File: src/rtl/sys_bus_pkg.sv
// sys_bus_pkg: shared size encodings, arbiter states and alignment helper for the system bus.
package sys_bus_pkg;
    localparam logic [1:0] SIZE_BYTE = 2'b00;
    localparam logic [1:0] SIZE_HALF = 2'b01;
    localparam logic [1:0] SIZE_WORD = 2'b10;

    typedef enum logic [1:0] {IDLE, BUSY, DONE} arb_state_t;

    // Size 2'b11 falls through to the last arm and is always rejected.
    function automatic logic misaligned(input logic [1:0] size, input logic [1:0] addr);
        return (size == SIZE_HALF) ? addr[0] : (size == SIZE_WORD) ? |addr : (size != SIZE_BYTE);
    endfunction
endpackage

File: src/rtl/sys_bus_rr_pick.sv
// sys_bus_rr_pick: combinational round-robin picker, first requester after last, wrapping.
module sys_bus_rr_pick #(
    parameter int N_PRI = 2,
    parameter int IW = $clog2(N_PRI)
) (
    input  logic [N_PRI-1:0] req,
    input  logic [IW-1:0]    last,
    output logic             valid,
    output logic [IW-1:0]    idx
);
    // Scan farthest-first so the nearest requester after last overwrites the rest.
    always_comb begin
        valid = 1'b0;
        idx = '0;
        for (int k = N_PRI; k >= 1; k--) begin
            if (req[(int'(last) + k) % N_PRI]) begin
                valid = 1'b1;
                idx = IW'((int'(last) + k) % N_PRI);
            end
        end
    end
endmodule

File: src/rtl/sys_bus_arbiter.sv
// sys_bus_arbiter: N-primary to 1-secondary round-robin bus arbiter with
// alignment checking, ready handshake and transaction timeout.
module sys_bus_arbiter
    import sys_bus_pkg::*;
#(
    parameter int WIDTH = 32,
    parameter int N_PRI = 2,
    parameter int TIMEOUT = 255
) (
    input  logic                        clk,
    input  logic                        rst,
    input  logic [N_PRI-1:0]            p_rd,
    input  logic [N_PRI-1:0]            p_wr,
    input  logic [N_PRI-1:0][1:0]       p_size,
    input  logic [N_PRI-1:0][WIDTH-1:0] p_addr,
    input  logic [N_PRI-1:0][WIDTH-1:0] p_wdata,
    output logic [N_PRI-1:0]            p_ready,
    output logic                        p_error,
    output logic [WIDTH-1:0]            p_rdata,
    output logic                        s_rd,
    output logic                        s_wr,
    output logic [1:0]                  s_size,
    output logic [WIDTH-1:0]            s_addr,
    output logic [WIDTH-1:0]            s_wdata,
    input  logic                        s_ready,
    input  logic                        s_error,
    input  logic [WIDTH-1:0]            s_rdata
);
    localparam int IW = $clog2(N_PRI);
    localparam int CW = TIMEOUT > 0 ? $clog2(TIMEOUT + 1) : 1;
    localparam logic [CW-1:0] CNT_LAST = CW'(TIMEOUT - 1);
    localparam logic [CW-1:0] CNT_MAX = '1;

    arb_state_t state_q, state_d;
    logic [IW-1:0] grant_q, grant_d, last_q, last_d, pick_idx;
    logic [CW-1:0] cnt_q, cnt_d;
    logic pick_valid, busy, bad, tmo, fwd, done;

    sys_bus_rr_pick #(.N_PRI(N_PRI)) u_pick (
        .req  (p_rd | p_wr),
        .last (last_q),
        .valid(pick_valid),
        .idx  (pick_idx)
    );

    always_comb begin
        busy = state_q == BUSY;
        bad = (p_rd[grant_q] & p_wr[grant_q]) | misaligned(p_size[grant_q], p_addr[grant_q][1:0]);
        // cnt_q counts BUSY cycles already spent, so the limit hits in BUSY cycle TIMEOUT.
        tmo = (TIMEOUT != 0) && (cnt_q == CNT_LAST) && !s_ready;
        fwd = busy & ~bad;
        done = busy & (bad | s_ready | tmo);
        s_rd = fwd & ~tmo & p_rd[grant_q];
        s_wr = fwd & ~tmo & p_wr[grant_q];
        s_size = fwd ? p_size[grant_q] : '0;
        s_addr = fwd ? p_addr[grant_q] : '0;
        s_wdata = fwd ? p_wdata[grant_q] : '0;
        p_ready = '0;
        p_ready[grant_q] = done;
        p_error = done & (bad | ~s_ready | s_error);
        p_rdata = (fwd & s_ready) ? s_rdata : '0;
        state_d = state_q;
        grant_d = grant_q;
        last_d = last_q;
        cnt_d = cnt_q;
        if (state_q == IDLE && pick_valid) begin
            state_d = BUSY;
            grant_d = pick_idx;
            last_d = pick_idx;
            cnt_d = '0;
        end
        if (busy) begin
            cnt_d = (s_ready || cnt_q == CNT_MAX) ? cnt_q : cnt_q + 1'b1;
            state_d = done ? DONE : BUSY;
        end
        if (state_q == DONE) state_d = IDLE;
    end

    always_ff @(posedge clk or posedge rst) begin
        if (rst) begin
            state_q <= IDLE;
            grant_q <= '0;
            last_q <= IW'(N_PRI - 1);
            cnt_q <= '0;
        end else begin
            state_q <= state_d;
            grant_q <= grant_d;
            last_q <= last_d;
            cnt_q <= cnt_d;
        end
    end
endmodule

File: config.mk
export PLATFORM = sky130hd
export DESIGN_NAME = sys_bus_arbiter
export DESIGN_NICKNAME = d
export VERILOG_FILES = /design/src/rtl/sys_bus_pkg.sv /design/src/rtl/sys_bus_rr_pick.sv /design/src/rtl/sys_bus_arbiter.sv
export SDC_FILE = /design/constraint.sdc
export NUM_CORES = 1
export LEC_CHECK = 0
export CAP_MARGIN = 40
export CELL_PAD_IN_SITES_DETAIL_PLACEMENT = 1
export CELL_PAD_IN_SITES_GLOBAL_PLACEMENT = 2
export CORE_MARGIN = 2
export CORE_UTILIZATION = 11
export DETAILED_ROUTE_END_ITERATION = 8
export PLACE_DENSITY_LB_ADDON = 0.1
export SYNTH_ARGS = -nofsm -noshare
export SYNTH_HDL_FRONTEND = slang
export SYNTH_SLANG_ARGS = --single-unit
File: constraint.sdc
create_clock -name clk -period 5.1 [get_ports clk]
set_clock_uncertainty 0.1 [all_clocks]
set_input_delay 0.51 -clock clk [delete_from_list [all_inputs] [get_ports clk]]
set_output_delay 0.51 -clock clk [all_outputs]
set_load 0.02 [all_outputs]
# Yosys cells after proc, flatten, opt, wreduce, memory -nomap -nowiden
# Index checks and enable logic that the tools add are counted.
[op_classes]
n_reduce_logical = 11
magnitude_cmp = 4
bitwise_logic = 20
addsub = 3
n_mux = 35
n_eq_ne = 7
[op_table]
columns = ["op", "count"]
rows = [
  ["32-bit 2-to-1 mux", 7],
  ["8-bit 2-to-1 mux", 3],
  ["1-bit 2-to-1 mux", 17],
  ["8-bit == test, second input constant", 2],
  ["2-bit 2-to-1 mux", 7],
  ["8-bit by 1-bit adder with 8-bit output, second input constant", 1],
  ["1-bit bitwise AND", 8],
  ["2-bit by 3-bit < comparator with 1-bit output, second input constant", 2],
  ["1-bit OR", 5],
  ["2-bit by 1-bit == test with 1-bit output, second input constant", 2],
  ["2-bit == test, second input constant", 2],
  ["2-bit nonzero test", 2],
  ["1-bit logical AND", 3],
  ["1-bit NOT", 3],
  ["3-bit nonzero test", 1],
  ["1-bit adder, second input constant", 2],
  ["1-bit bitwise AND, first input constant", 2],
  ["2-bit bitwise AND", 1],
  ["2-bit zero test", 1],
  ["1-bit by 2-bit < comparator with 1-bit output, second input constant", 1],
  ["2-bit inequality test, second input constant", 1],
  ["2-bit OR", 1],
  ["2-bit AND reduction", 1],
  ["2-bit OR reduction", 1],
  ["other kinds (4)", 4],
]
[totals]
regBits = 12
elab_cells = 84
inputBits = 172
output_inout_bits = 103

# Depth between registers and ports, before layout
[logic_depth]
word_depth = 12
depth_mapped = 6
ltp_nobuf = 6

# By module
# Synthesis repeated with hierarchy kept, for this count alone.
[hier_totals]
hier_cells = 276
hier_area_um2 = 2205.9
[modules_own_cells]
columns = ["module", "seq_area_each_um2", "n_inst", "cells_per_inst", "area_each_um2"]
rows = [
  ["sys_bus_arbiter", 301.5, 1, 274, 2192.1],
  ["sys_bus_rr_pick", 0.0, 1, 2, 13.8],
]

# Worst setup path after synthesis
# Ideal clock, no wire load.
[synth_path]
path_kind = "input-to-output"
from = "in p_addr[32] in the netlist's numbering"
to = "out s_rd"
arrival_ps = 2007
setup_slack_ps = 2483
path_stages = 5
path_buffers = 1
required_ps = 4490
path_cell_list = "or4b_1 > o41ai_2 > o211ai_2 > buf_2 > nor3_1"
[synth_between]
elab_chain_len = 10
[synth_lines]
columns = ["element", "line", "text"]
rows = [
  ["start: declaration", "sys_bus_arbiter.sv:15", "input logic [N_PRI-1:0][WIDTH-1:0] p_addr,"],
  ["32-bit 2-to-1 mux * (2 in series)", "n/a", ""],
  ["2-bit OR reduction", "sys_bus_pkg.sv:11", "return (size == SIZE_HALF) ? addr[0] : (size == SIZE_WORD) ? |addr : (size != SIZE_BYTE);"],
  ["1-bit 2-to-1 mux", "sys_bus_pkg.sv:11", ""],
  ["1-bit 2-to-1 mux *", "sys_bus_pkg.sv:11", ""],
  ["1-bit OR *", "sys_bus_arbiter.sv:48", "bad = (p_rd[grant_q] & p_wr[grant_q]) | misaligned(p_size[grant_q], p_addr[grant_q][1:0]);"],
  ["1-bit NOT *", "sys_bus_arbiter.sv:51", "fwd = busy & ~bad;"],
  ["1-bit bitwise AND *", "sys_bus_arbiter.sv:51", ""],
  ["1-bit bitwise AND * (2 in series)", "sys_bus_arbiter.sv:53", "s_rd = fwd & ~tmo & p_rd[grant_q];"],
  ["end: declaration", "sys_bus_arbiter.sv:20", "output logic s_rd,"],
]
# Mark *: on every way between the ends. The rest lies on a longest branch, timed or not. The select of a mux whose other input is x is not followed.

# Final worst setup path
[layout_path]
from = "reg grant_q"
to = "out p_rdata[14]"
[layout_between]
elab_chain_len = 10
word_cells_on_any_way = 20
cone_classes = "eq/ne (2); mux (11); bitwise (5); reduce/logical (2)"
[layout_lines]
columns = ["element", "line", "text"]
rows = [
  ["start: declaration", "sys_bus_arbiter.sv:35", "logic [IW-1:0] grant_q, grant_d, last_q, last_d, pick_idx;"],
  ["start signal: assignment", "sys_bus_arbiter.sv:87", "grant_q <= grant_d;"],
  ["2-bit 2-to-1 mux (implied by the code) / 32-bit 2-to-1 mux (equally long branches) (2 in series)", "n/a", ""],
  ["2-bit == test, or another cell as far along", "sys_bus_pkg.sv:11", ""],
  ["1-bit 2-to-1 mux (2 in series)", "sys_bus_pkg.sv:11", ""],
  ["1-bit OR *", "sys_bus_arbiter.sv:48", ""],
  ["1-bit NOT *", "sys_bus_arbiter.sv:51", ""],
  ["1-bit bitwise AND *", "sys_bus_arbiter.sv:51", ""],
  ["1-bit bitwise AND *", "sys_bus_arbiter.sv:61", "p_rdata = (fwd & s_ready) ? s_rdata : '0;"],
  ["32-bit 2-to-1 mux *", "sys_bus_arbiter.sv:61", ""],
  ["end: declaration", "sys_bus_arbiter.sv:19", "output logic [WIDTH-1:0] p_rdata,"],
]
# Marked as above.

==> impl.org <==
** GRT
- Antenna violations before repair :: 0
- For met3 alone, demand over resource in global routing was 0.0306.
- Global routing usage summed across all routing layers :: 0.144
- met2 is the most crowded layer.
- The first global-routing pass estimated 21,500 µm of wire.
- GR Overflow Total :: 0
- Number of global-route vias before repair :: 3,141
- For this run, global-route usage on met2 was measured as 0.264.
- Entering global routing, the biggest net connects 49 pins.
- Global Route met1 Usage :: 0.177

** Clock tree
- CTS built an H-tree with a depth of 1.
- The later pin in the worst-skew pair is clocked with a latency of 240 ps.
- The number of clock buffers added by TritonCTS is 3.
- The clock passes through at most 2 buffers.
- Post-CTS repair changed the size of 0 cells.
- Clock sink count :: 12
- The number of setup buffers added after CTS is 0.
- Hold bufs inserted after CTS :: 0
- TritonCTS built the clock tree.
- Clock-pin slew was measured on the worst setup and hold paths at 50 ps.
- Root buffer selected by CTS :: clkbuf_16

** Critical path
- Critical register-to-register path endpoint :: state_q[0]
- STA classifies the critical path startpoint as a flip-flop.
- The setup check on the worst reg-to-reg path leaves a slack of between 3000 and 4000 ps.
- STA puts the critical path data required time at about 4500 ps.
- Depth of the worst register-to-register path :: 3
- CP Data Arrival Time :: around 3400 ps
- The critical path starts at grant_q.
- Crit Path Category :: reg -> out
- In this run the worst setup path terminates at p_rdata[14].
- Worst-path fanout max :: 32
- Endpoint class of the critical path :: output port
- Worst R2R Start :: grant_q

** Floorplanning
- After floorplanning, the core was sized to cover 18,000 µm².
- I/O Pins :: 275
- Die span in y :: 139 µm
- Effective utilization at floorplan :: 0.112
- Area of the die :: 19,400 µm²
- Overall die width :: 139 µm
- Floorplan row count :: 49

** STA
- Of the available clock period, the critical path in the final layout requires 0.787.
- Final-report setup violation count :: 0
- Worst max-slew margin expressed relative to the limit :: 0.401
- The clock period could shrink to 4010 ps.
- Max Freq :: 249 MHz
- At the pin with the least slew margin, the transition time is 898 ps.
- Worst Slack Setup Final :: 1090 ps
- Summed over all failing endpoints, the final setup total negative slack is 0 ps.
- Setup repair after global routing left no endpoint under its margin.
- Final-report max-slew violation count :: 0
- Fin. Hold Viols :: 0

** Detailed routing
- Antenna-violating nets left :: 0
- Detailed routing inserted a total of 3,086 vias.
- Via count normalized by instance count :: 4.03
- For this run, design rule violations remaining after detail routing come to 0.
- Number of optimization iterations in the first detailed-route pass :: 4
- Number of DRC markers in iteration 0 :: 100
- Average wire per standard cell :: 19.3 µm
- For this block, the routed nets add up to approximately 15,000 µm of wire.

** Logic synthesis
- Async SR Flop Fraction :: 1.00
- After synthesis the netlist holds a flip-flop and latch count of 12.
- Most used standard cells in the synthesized netlist :: 71 x nor2_1, 68 x mux2i_1, 33 x and3_1, 11 x clkbuf_1, 11 x dfrtp_1
- Post-synthesis cell type with the largest combined area :: mux2i_1
- Top post-synthesis cells by area :: mux2i_1 34%, dfrtp_1 14%, nor2_1 13%, and3_1 10%, clkbuf_1 2.0%
- Area share of the largest cell type after synthesis :: 0.338
- Syn_nets :: 452
- In the synthesized netlist, the number of instances is roughly 280.
- Counting flops with a built-in enable in the synthesized netlist gives 0.
- During synthesis, Yosys emitted a total of 0 warnings.
- Synth Cell Area :: just over 2000 µm²
- Register area share after synthesis :: 0.150
- In the post-synthesis netlist, the cell with the most instances is nor2_1.
- The most used flip-flop cell after synthesis is dfrtp_1.
- The number of different library cells used by synthesis comes to 42.
- Synthesized area per cell :: between 7 and 8 µm²

** Final layout
- Of the cells placed in the final design, the portion with a size suffix greater than 1 is 0.0261.
- Number of antenna repair diodes :: 0
- Finished Cell Area :: slightly above 5000 µm²
- Counting the fill cells in the layout gives 2,099.
- For this run, the post-layout net count is 712.
- P&R area growth vs syn :: 153%
- Register Area :: around 300 µm²
- Multi-input combinational cell area :: 1590 µm²

** Power
- VDD IR max :: 183 µV
- Pwr Density :: 294 nW/µm²
- Standby leakage power :: 2.06 nW

** Status
- The flow ran to the end, and the final reports show no timing, DRC or antenna violations.

** Worst hold path
- Hold crit path type :: reg -> reg

** Placement
- Final HPWL DP :: 12,500 µm
- I/O Buffers :: 274
- After detailed placement, the total cell area comes to 5010 µm².
- Worst setup slack after placement :: 1120 ps
- Final RePlAce weighted congestion :: 0.788

** Run
- Max Cap Violations :: 0
worst max-delay path: stages, from the launching register on:
cell and delay, ps:
dfrtp_4 670, o41ai_2 750, o211a_1 820, and3_1 250
clkdlybuf4s50_1 620
through the flow:
stage | power (mW) | cells | hold WS, ps | util
6_report | 1.50 | 766 | 361 | 0.284
3_5_place_dp | 1.36 | 762 | 350 | 0.279
4_1_cts | 1.53 | 766 | 360 | 0.284
2_1_floorplan | 0.826 | 278 | 274 | -
5_1_grt | 1.60 | 766 | 375 | 0.284
3_3_place_gp | 1.34 | 760 | 348 | 0.277
sequential cells by signal, summed over array words and instances, names as in the netlist:
signal,flops
state_q,2
last_q,1
cnt_q,8
grant_q,1
where the power goes:
part,switching [mW],internal [mW]
clock,0.0460,0.119
combinational,0.570,0.567
sequential,0.0776,0.122
total,0.694,0.808
worst min-delay path by stage:
stage | start | endpoint | depth (start not counted)
after global placement | last_q | last_q | 2
after floorplan | rst | cnt_q[0] | 1
final | last_q | last_q | 2
after detailed placement | last_q | last_q | 2
after CTS | last_q | last_q | 2
after global routing | last_q | last_q | 2
layer usage:
layer  part of all wire  vias to the layer above
met5                  0                        -
met2               0.50                      124
met1               0.42                     1442
met4             0.0062                        0
li1                   -                     1514
met3              0.071                        6
kinds of logic (layout without fill, tap and decap cells):
group / count (synthesis) / count (layout) / synth area share
flops: 12 / 12 / 0.150
xor+xnor: 1 / 1 / 0.00435
fa+ha+maj: 2 / 2 / 0.0124
mux: 68 / 68 / 0.338
compound gates: 29 / 29 / 0.106
buf+inv: 29 / 288 / 0.0652
simple gates: 137 / 137 / 0.325
cell usage in the layout (no fill, tap or decap), types with 5 or more instances in the layout:
cell             count
dfrtp_1             10
clkdlybuf4s50_1    274
nand3_1              6
a21oi_1              5
and3_1              33
o21ai_0              6
nand2_1             10
inv_1                5
mux2i_1             68
nor2_1              71
final cells by class:
type                    count  share of cell area
repair buffers            279               0.551
multi-input cells         237               0.312
flip-flops and latches     12              0.0599
well taps                 229              0.0562
clock buffers               4              0.0174
inverters                   5             0.00368
(Power assumes the default switching activity.)
